[src/rtl/multicycle_ctrl.sv]
// Multi-cycle sequencing controller for the RV32 datapath: fetch handshake,
// DECODE/EXEC/WB stepping, datapath enables/selects, cycle/instret counters, halt.
module multicycle_ctrl #(
  parameter int unsigned TIMEOUT = 16,
  parameter int unsigned CNT_W   = 32
) (
  input  logic             clk,
  input  logic             rst,
  output logic             imem_req_valid,
  input  logic             imem_req_ready,
  input  logic             imem_rsp_valid,
  input  logic [6:0]       opcode,
  input  logic [2:0]       funct3,
  input  logic [4:0]       rd,
  input  logic             br_taken,
  output logic             ir_we,
  output logic             pc_we,
  output logic [1:0]       pc_sel,
  output logic [1:0]       alu_a_sel,
  output logic             alu_b_sel,
  output logic             wb_sel,
  output logic             rf_we,
  output logic             halted,
  output logic [1:0]       err_code,
  output logic [CNT_W-1:0] cycle_cnt,
  output logic [CNT_W-1:0] instret_cnt
);

  typedef enum logic [2:0] {S_FETCH, S_WAIT, S_DECODE, S_EXEC, S_WB, S_HALT} state_t;
  typedef enum logic [2:0] {C_OP, C_OPIMM, C_LUI, C_AUIPC, C_JAL, C_JALR, C_BRANCH} cls_t;

  localparam logic [6:0] OPC_OP     = 7'b0110011;
  localparam logic [6:0] OPC_OPIMM  = 7'b0010011;
  localparam logic [6:0] OPC_LUI    = 7'b0110111;
  localparam logic [6:0] OPC_AUIPC  = 7'b0010111;
  localparam logic [6:0] OPC_JAL    = 7'b1101111;
  localparam logic [6:0] OPC_JALR   = 7'b1100111;
  localparam logic [6:0] OPC_BRANCH = 7'b1100011;
  localparam logic [6:0] OPC_SYSTEM = 7'b1110011;
  localparam logic [7:0] TMO_LAST   = 8'(TIMEOUT - 1);

  state_t           state_q;
  cls_t             cls_q;
  logic [1:0]       err_q;
  logic [7:0]       tmo_q;
  logic [CNT_W-1:0] cyc_q;
  logic [CNT_W-1:0] ret_q;

  cls_t dec_cls;
  logic dec_valid;

  // SYSTEM is deliberately not a valid class: it only ever leads to HALT.
  always_comb begin
    dec_cls   = C_OP;
    dec_valid = 1'b1;
    case (opcode)
      OPC_OP:     dec_cls = C_OP;
      OPC_OPIMM:  dec_cls = C_OPIMM;
      OPC_LUI:    dec_cls = C_LUI;
      OPC_AUIPC:  dec_cls = C_AUIPC;
      OPC_JAL:    dec_cls = C_JAL;
      OPC_JALR:   dec_cls = C_JALR;
      OPC_BRANCH: dec_cls = C_BRANCH;
      default:    dec_valid = 1'b0;
    endcase
  end

  always_ff @(posedge clk) begin
    if (rst) begin
      state_q <= S_FETCH;
      cls_q   <= C_OP;
      err_q   <= 2'd0;
      tmo_q   <= 8'd0;
      cyc_q   <= '0;
      ret_q   <= '0;
    end else begin
      if (state_q != S_HALT) cyc_q <= cyc_q + 1'b1;
      case (state_q)
        S_FETCH: begin
          if (imem_req_ready) begin
            tmo_q   <= 8'd0;
            state_q <= S_WAIT;
          end
        end
        S_WAIT: begin
          if (imem_rsp_valid) begin
            state_q <= S_DECODE;
          end else if (tmo_q == TMO_LAST) begin
            state_q <= S_HALT;
            err_q   <= 2'd3;
          end else begin
            tmo_q <= tmo_q + 8'd1;
          end
        end
        S_DECODE: begin
          if (dec_valid) begin
            cls_q   <= dec_cls;
            state_q <= S_EXEC;
          end else if (opcode == OPC_SYSTEM && funct3 == 3'b000) begin
            state_q <= S_HALT;
            err_q   <= 2'd1;
          end else begin
            state_q <= S_HALT;
            err_q   <= 2'd2;
          end
        end
        S_EXEC: state_q <= S_WB;
        S_WB: begin
          ret_q   <= ret_q + 1'b1;
          state_q <= S_FETCH;
        end
        default: state_q <= S_HALT;
      endcase
    end
  end

  // Outputs are forced low while rst is high so nothing leaks from a stale state.
  always_comb begin
    imem_req_valid = 1'b0;
    ir_we          = 1'b0;
    pc_we          = 1'b0;
    pc_sel         = 2'd0;
    alu_a_sel      = 2'd0;
    alu_b_sel      = 1'b0;
    wb_sel         = 1'b0;
    rf_we          = 1'b0;
    halted         = 1'b0;
    err_code       = 2'd0;
    cycle_cnt      = '0;
    instret_cnt    = '0;
    if (!rst) begin
      err_code    = err_q;
      cycle_cnt   = cyc_q;
      instret_cnt = ret_q;
      case (state_q)
        S_FETCH: imem_req_valid = 1'b1;
        S_WAIT:  ir_we = imem_rsp_valid;
        S_EXEC, S_WB: begin
          case (cls_q)
            C_OPIMM: alu_b_sel = 1'b1;
            C_LUI:   begin alu_a_sel = 2'd2; alu_b_sel = 1'b1; end
            C_AUIPC: begin alu_a_sel = 2'd1; alu_b_sel = 1'b1; end
            C_JAL:   begin alu_a_sel = 2'd1; alu_b_sel = 1'b1; end
            C_JALR:  alu_b_sel = 1'b1;
            default: ;
          endcase
          if (state_q == S_WB) begin
            pc_we = 1'b1;
            case (cls_q)
              C_JAL:    pc_sel = 2'd1;
              C_JALR:   pc_sel = 2'd2;
              C_BRANCH: pc_sel = br_taken ? 2'd1 : 2'd0;
              default:  pc_sel = 2'd0;
            endcase
            wb_sel = (cls_q == C_JAL) || (cls_q == C_JALR);
            rf_we  = (cls_q != C_BRANCH) && (rd != 5'd0);
          end
        end
        S_HALT:  halted = 1'b1;
        default: ;
      endcase
    end
  end

endmodule
[config.mk]
export PLATFORM = sky130hd
export DESIGN_NAME = multicycle_ctrl
export DESIGN_NICKNAME = d
export VERILOG_FILES = /design/src/rtl/multicycle_ctrl.sv
export SDC_FILE = /design/constraint.sdc
export NUM_CORES = 1
export LEC_CHECK = 0
export ABC_AREA = 0
export CAP_MARGIN = 25
export CORE_AREA = 2 2 95 97
export CTS_CLUSTER_DIAMETER = 50
export DETAILED_ROUTE_END_ITERATION = 7
export DIE_AREA = 0 0 97 99
export PLACE_DENSITY_LB_ADDON = 0.05
export SLEW_MARGIN = 0
export SYNTH_ARGS = -nofsm -noshare
export SYNTH_HDL_FRONTEND = slang
export SYNTH_SLANG_ARGS = --single-unit
[constraint.sdc]
create_clock -name clk -period 1.9 [get_ports clk]
set_input_delay 0.285 -clock clk [delete_from_list [all_inputs] [get_ports clk]]
set_output_delay 0.285 -clock clk [all_outputs]
set_load 0.01 [all_outputs]
== After elaboration in Yosys (flattened, before gate mapping) ==
Index checks and enable logic that the tools add are counted.
Cells by class
  add/subtract/negate cells: 3
  equality and inequality tests: 28
  multiplexer cells: 45
  reductions and logical operators: 16
Operators with widths (count)
  adder 32 x 1 -> 32 bit (second input constant): 2
  two-way mux 32 bit: 2
  equality test 7 bit (second input constant): 4
  two-way mux 8 bit: 3
  two-way mux 1 bit: 20
  two-way mux 2 bit: 10
  one-hot mux 3 bit (6 select lines): 1
  one-hot mux 8 bit (2 select lines): 1
  equality test 3 bit (second input constant): 5
  one-hot mux 3 bit (5 select lines): 1
  equality test 7 x 5 -> 1 bit (second input constant): 2
  equality test 7 x 6 -> 1 bit (second input constant): 2
  equality test 3 x 2 -> 1 bit (second input constant): 4
  two-way mux 3 bit: 4
  != test 2 bit (second input constant): 5
  != test 3 bit (second input constant): 3
  adder 8 x 1 -> 8 bit (second input constant): 1
  equality test 8 x 4 -> 1 bit (second input constant): 1
  one-hot mux 2 bit (2 select lines): 2
  AND reduction 4 bit: 2
  OR reduction 7 bit: 1
  equality test 3 x 1 -> 1 bit (second input constant): 2
  logical NOT 3 bit: 2
  one-hot mux 2 bit (3 select lines): 1
  other kinds (7): 11
Storage, ports and cells
  flip-flop bits (word level): 80
  input bits: 20
  output and inout port bits: 77
  logic and storage cells: 98

== Longest topological paths before layout ==
Gate-level depths: netlist of run 1.
  depth after elaboration: 5
  depth in mapped cells: 7
  depth with buffers taken out: 6

== Worst setup path before layout of run 1 ==
No wires, ideal clock.
  kind: register to output
  from: register state_q[0]
  to: output port alu_a_sel[1]
  arrival time: 1.451 ns
  required time: 1.615 ns
  slack: 0.164 ns
  stages on the path, launching flop included: 6
  path buffers: 1
  cell sequence: dfxtp_1 -> clkbuf_1 -> nand2_1 -> o21ai_0 -> nand2b_1 -> nor4b_1
On the way
  cells in the longest elaborated chain, start to end: 4
  elaborated cells on any way between the ends: 5
  classes of those cells: 2 x eq/ne; 2 x mux; 1 x reduce/logical
Ends and longest elaborated chain
  from (decl): line 42  | state_t state_q;
  from (signal assigned): line 70  | state_q <= S_FETCH;
  from (signal assigned): line 82  | state_q <= S_WAIT;
  from (signal assigned): line 87  | state_q <= S_DECODE;
  equality test 3 bit or equality test 3 x 2 -> 1 bit (tied branches): line 135  | case (state_q)
  OR reduction 2 bit *: line 135
  two-way mux 2 bit *: line 135
  two-way mux 2 bit *: line 131  | if (!rst) begin
  to (decl): line 19  | output logic [1:0] alu_a_sel,
Mark *: on every way between the ends. The rest lies on a longest branch, timed or not.

== Final worst setup path of run 1 ==
  from: input port rd[0]
  to: output port rf_we
On the way
  cells in the longest elaborated chain, start to end: 5
Ends and longest elaborated chain
  from (decl): line 14  | input logic [4:0] rd,
  nonzero test 5 bit: line 156  | rf_we = (cls_q != C_BRANCH) && (rd != 5'd0);
  logical AND 1 bit: line 156
  two-way mux 1 bit: line 147  | if (state_q == S_WB) begin
  two-way mux 1 bit: line 135
  two-way mux 1 bit: line 131
  to (decl): line 22  | output logic rf_we,
No other way between the ends.

==> results.tsv, run 1 <==
metric	value	unit
antenna_found_initial	0	
via_per_inst	5.35	
num_vias	4149	
cts_num_sinks	80	
fin_crit_sh	96.4	%
syn_area	4300	um2
worstMarginPinSlew	401	ps
synth-seq-cells	80	
required	1620	ps
synthAdderAreaFrac	0.872	%
dpl_cell_area	5650	um2
cp_num_buf_inv	2	
gp_congestion	0.856	
cts_htree_levels	3	
route.detailed.drc	0	
worstSetupPathType	in -> out	
antenna_left	0	
syn_to_final_growth	38.0	%
grt_pass1_vias	3761	
status	finished, final reports clean	
startpoint_type	primary input	
min_path_type	in -> reg	
fin_crit	1830	ps
antenna_cells	0	
yosys_warnings	0	
postRouteWirelength	10300	um
max_cap_viol_count	0	
leakagePower	2.12	nW
endpoint_kind	output pin	
crit_fanout	1	
total_power	0.00319	W
synth_ff_type	dfxtp_1	
nets	686	
synthCells	537	
slew-limit-headroom	73.0	%
post_drt_wl_per_cell	13.3	um
grt_pass1_wl	17100	um
grt-ovfl-total	0	
track_usage	21.2	%
synth_top_family_by_area	simple AND/OR/NAND/NOR gates	
core-area	8550	um2
synth_edf_count	0	
synth_compound_area_share	4.97	%
slowest_delay	540	ps
synthArstFlopShare	0	%
maxSlewViolCount	0	
num_rows	34	
clock_latency	360	ps
path_clk_slew	80	ps
clock-root-buffer	clkbuf_8	
fmax	546	MHz
io_pins	97	
cts.path.max_buffers	2	
syn_area_per_cell	8.02	um2
die_h	99	um
final.setup.worst_slack	67.5	ps
rsz0062_at_grt	yes	
critPathArrivalTime	1550	ps
synth_xor_area_share	12.4	%
cpMaxStageDelayCell	or4_4	
critical_path.top_delay_family	buffers and inverters	
fin_area	5940	um2
grt_max_degree	83	
holdBufCountCts	0	
portBuffers	96	
cts_tree	built	
first_pass_iters	4	
syn-num-nets	560	
synth_cell_types	48	
peakVddDrop	0.394	mV
ys_seq_area_share	37.2	%
pre_cts_ws	-298	ps
setup_viol	0	
die_area	9600	um2
crit_chain	clkdlybuf4s50_1 > or4_4 > o21ai_2 > a31oi_1 > buf_2	
hold_viol	0	
cts_made_buffers	9	
p_per_area	537	nW/um2
yosys.area_share.simple	40.3	%
first_iter_violations	116	
drive_above_1_share	15.1	%
clock_skew	14.5	ps
synth.area.mux_share	1.02	%
start_util	50.3	%
dp_hpwl	7290	um
die_w	97	um
through the flow:
| stage | hold WS, ps | std cells | TNS (ps) | utilization (%) |
|---|---|---|---|---|
| floorplan | 432 | 537 | 0 | - |
| detailed placement | 488 | 758 | -1230 | 66.1 |
| global placement | 473 | 758 | -776 | 66.1 |
| global route | 408 | 776 | -208 | 69.4 |
| finish | 382 | 776 | 0 | 69.4 |
| CTS | 354 | 776 | 0 | 68.4 |
state kept, by name, summed over array words and instances (netlist names):
signal,count
cyc_q,32
cls_q,3
tmo_q,8
ret_q,32
state_q,3
err_q,2
power breakdown:
group	leakage, nW	switching (W)	internal [W]
sequential	0.647	0.0000199	0.00169
combinational	1.38	0.000140	0.000141
clock	0.0892	0.000694	0.000502
cells by family (layout without fill, tap and decap cells):
family,after synthesis,after routing
compound gates,35,35
xor+xnor,61,61
fa+ha+maj,3,3
buf+inv,36,167
flops,80,80
mux,4,4
simple gates,318,318
worst register-to-register path: cells and delay by family (launching register included):
family / cells / cell delay [ps]
muxes: 1 / 330
buffers and inverters: 1 / 170
DFF: 1 / 340
and+or+nand+nor: 4 / 870
cell type report:
type                    instances  area [um2]
flip-flops and latches         80        1610
clock buffers                   9         124
multi-input cells             421        2680
clock inverters                 7        61.3
fillers                       728        2610
repair buffers                142        1300
inverters                       9        33.8
well taps                     108         135
path summary, 6_finish.rpt:
path / startpoint / end / slack, ps / cells after the start
max: rd[0] / rf_we / 70 / 5
min: rst / state_q[1] / 380 / 3
max reg2reg: cyc_q[15] / cyc_q[31] / 90 / 6
min reg2reg: tmo_q[7] / tmo_q[7] / 500 / 2
per-layer routing:
metal | GRT usage (%) | vias to the layer above | wire length, um
met2 | 37.7 | 106 | 5190
met3 | 3.62 | 12 | 383
met4 | 7.48 | 0 | 158
met5 | 0 | - | 0
li1 | - | 2093 | -
met1 | 25.9 | 1938 | 4570
what timing repair did:
item	CTS	global route
setup buffers	2	0
setup endpoints to repair	11	24
pin swaps	2	6
resized for setup	39	23
cells in the mapped netlist, types with 2 or more instances:
library cell	instances	area, um2
nor2b_1	65	407
nand4_1	21	131
a21oi_1	12	60.1
xor2_1	25	219
and4_1	11	96.3
nand4b_1	2	17.5
mux2_2	3	33.8
inv_1	9	33.8
or3_1	7	43.8
and2_1	5	31.3
nor4_1	16	100
nand2b_1	4	25.0
dfxtp_1	80	1600
xnor2_1	36	315
nand3_1	26	130
nor2_1	85	319
o21ai_0	10	50.1
ha_1	3	37.5
and3_1	7	43.8
buf_1	3	11.3
o41ai_1	2	17.5
a21o_1	3	22.5
nand3b_1	5	37.5
a211oi_1	3	22.5
or4_1	3	22.5
nand2_1	24	90.1
nor4b_1	2	17.5
nor3_1	22	110
clkbuf_1	23	86.3
nor3b_1	2	15.0
cell usage in the layout, fill, tap and decap left out, types with 10 or more instances in the layout:
cell and n:
clkdlybuf4s50_1 84, xnor2_1 36, nor2b_1 65, nand2_1 22, nand4_1 21, nor2_1 83, and4_1 11, nor3_1 20
nand3_1 25, a21oi_1 12, nor4_1 10, buf_4 44, xor2_1 25, dfxtp_1 77
Note: power is estimated with default switching activity, not from simulation.
==> inputs of run 2 (changes only) <==
- CORE_AREA: 2 2 95 97 -> 2 2 114 116
- DIE_AREA: 0 0 97 99 -> 0 0 116 118
- PLACE_DENSITY: not set -> 0.7
- PLACE_DENSITY_LB_ADDON: 0.05 -> not set
==> run 2 against run 1 <==
Against the previous run: first-iteration DRC count grew 69%; highest routed layer unchanged; sequential power about the same; power increased by 12%; routed wire length rose by 3.8%; clock power increased by 31%; register-to-register slack barely moved; core utilization is 20 points lower; count of clock-buffer cells in the layout rose by 2; clock skew fell by 6.8 ps; maximum frequency is 0.65% lower; sequential cell count is the same; hold slack better by 1.4 ps.
==> results.tsv, run 2 (synthesized netlist as in run 1, its figures left out) <==
metric	value	unit	change
final_cell_mix	83 x nor2_1, 83 x clkdlybuf4s50_1, 77 x dfxtp_1		
min_path_type	in -> reg		
via_per_inst	4.96		-7.3%
clock-root-buffer	clkbuf_16		
antenna_found_initial	0		unchanged
grt-ovfl-total	0		unchanged
crit_chain	clkdlybuf4s50_1 > or4_1 > o21ai_1 > a31oi_1 > buf_2		
p_int	0.00272	W	+17%
cts_htree_levels	3		unchanged
antenna_left	0		unchanged
required	1620	ps	about the same
worst_hold_slack	384	ps	+1.41 ps
first_iter_violations	196		+69%
track_usage	15.9	%	-5.2 points
num_vias	4165		+0.39%
core-area	12400	um2	+45%
fin_crit	1840	ps	+12.0 ps
p_per_area	585	nW/um2	+8.9%
grt_pass1_vias	3943		+4.8%
hp-start	rst		
max_cap_viol_count	0		unchanged
slowest_delay	520	ps	-20 ps
use_met3	4.17	%	+0.55 points
fmax	542	MHz	-0.65%
fillers	1211		+66%
seqPwrFrac	48.0	%	-5.7 points
total_power	0.00357	W	+12%
worstMarginPinSlew	382	ps	-18.9 ps
first_pass_iters	4		unchanged
pwr-share-clk	44.1	%	+6.6 points
reg_top3	cyc_q: 32 flops, ret_q: 32 flops, tmo_q: 8 flops		
fin_crit_sh	97.1	%	+0.63 points
gp_congestion	0.859		+0.26%
cpMaxStageDelayCell	or4_1		
clock_latency	340	ps	-20 ps
syn_to_final_growth	41.8	%	
crit_fanout	1		unchanged
worstSetupPathType	in -> out		
drive_above_1_share	15.0	%	-0.15 points
maxSlewViolCount	0		unchanged
slew-limit-headroom	73.9	%	+0.85 points
seqCellArea	1610	um2	-0.16%
io_pins	97		unchanged
endpoint_kind	output pin		
cts.path.max_buffers	2		unchanged
netSwitchingFraction	23.7	%	-3.0 points
post_drt_wl_per_cell	12.7	um	-4.1%
cp_num_buf_inv	2		unchanged
top_usage_layer	met2		
route.detailed.drc	0		unchanged
antenna_cells	0		unchanged
multi_input_area	2680	um2	about the same
num_rows	41		+21%
cts_tree	built		
dpl.cell_count	823		+8.6%
use_met1	20.0	%	-5.9 points
crit_start	rd[0]		
power_switching	0.000847	W	-0.83%
power_frac_comb	7.9	%	-0.9 points
grt_max_degree	37		-55%
nets	686		unchanged
met2_usage	26.2	%	-11 points
die_w	116	um	+20%
peakVddDrop	0.291	mV	-26%
clock_skew	7.61	ps	-6.84 ps
start_util	34.7	%	-16 points
final_cell_count_no_fill	840		+8.2%
critPathArrivalTime	1560	ps	about the same
portBuffers	96		unchanged
startpoint_type	primary input		
cts_num_sinks	80		unchanged
critical_path.top_delay_family	buffers and inverters		
hold_viol	0		unchanged
leakagePower	2.14	nW	+1.1%
cts_made_buffers	9		unchanged
path_clk_slew	60	ps	-20 ps
setup_viol	0		unchanged
die_h	118	um	+19%
grt_pass1_wl	17900	um	+4.4%
die_area	13700	um2	+43%
status	finished, final reports clean		
postRouteWirelength	10700	um	+3.8%
regToRegStartpoint	state_q[0]		
dp_hpwl	7830	um	+7.4%
==> run 2: cell types whose count changed in the layout (fill, tap and decap cells not counted), moves of 2 or more <==
| cell | delta |
|---|---|
| clkinv_2 | +2 |
| o21ai_2 | -2 |
| clkbuf_1 | +2 |
| clkbuf_8 | -9 |
| clkbuf_16 | +9 |
| nand2_4 | -2 |
| inv_6 | -4 |
==> run 2: final timing paths <==
check,end,slack [ps],depth (start not counted)
worst min register to register,tmo_q[7],500,2
worst min-delay path,state_q[1],380,3
worst max register to register,ret_q[30],80,6
worst max-delay path,rf_we,60,5
==> run 2: stage by stage <==
stage / cell area, um2 / TNS, ps / setup WS (ps) / util (%)
6_report: 6100 / 0 / 55.5 / 49.2
5_1_grt: 6100 / -42.2 / -18.7 / 49.2
3_3_place_gp: 5750 / -386 / -253 / 46.3
2_1_floorplan: 4300 / 0 / 164 / -
3_5_place_dp: 5750 / -757 / -287 / 46.3
4_1_cts: 6030 / 0 / 5.26 / 48.6
==> run 2: final cells by class <==
| cell class | instances | share of cell area, % |
|---|---|---|
| Multi-Input combinational cell | 421 | 43.9 |
| Sequential cell | 80 | 26.3 |
| Timing Repair Buffer | 142 | 21.4 |
| Clock buffer | 11 | 3.81 |
| Tap cell | 172 | 3.53 |
| Clock inverter | 5 | 0.554 |
| Inverter | 9 | 0.554 |
==> run 2: metal layers <==
layer  part of all wire, %  routed length [um]  vias up
li1                      -                   -     2098
met1                    45                4850     1965
met2                    49                5220       89
met3                   4.4                 467       13
met4                   1.5                 163        0
met5                     0                   0        -
==> run 2: timing repair <==
item / CTS / global route
setup buffers: 1 / 0
endpoints found under the setup margin: 11 / 24
pin swaps: 1 / 4
hold buffers: 0 / 0
gates resized for setup: 37 / 21
==> run 2: power by group through the flow <==
stage / logic, W / registers, W / clock network, W
2_1_floorplan: 0.000138 / 0.00175 / 0
3_3_place_gp: 0.000268 / 0.00175 / 0
3_5_place_dp: 0.000276 / 0.00175 / 0
4_1_cts: 0.000279 / 0.00171 / 0.00162
5_1_grt: 0.000311 / 0.00172 / 0.00169
6_report: 0.000282 / 0.00171 / 0.00157
==> run 2: worst reg2reg max path, delay by kind of cell, from the launching register on <==
kind	cells	cell delay (ps)
AND/OR/NAND/NOR	4	1010
flip-flops	1	350
buffers and inverters	1	180
XOR/XNOR	1	170
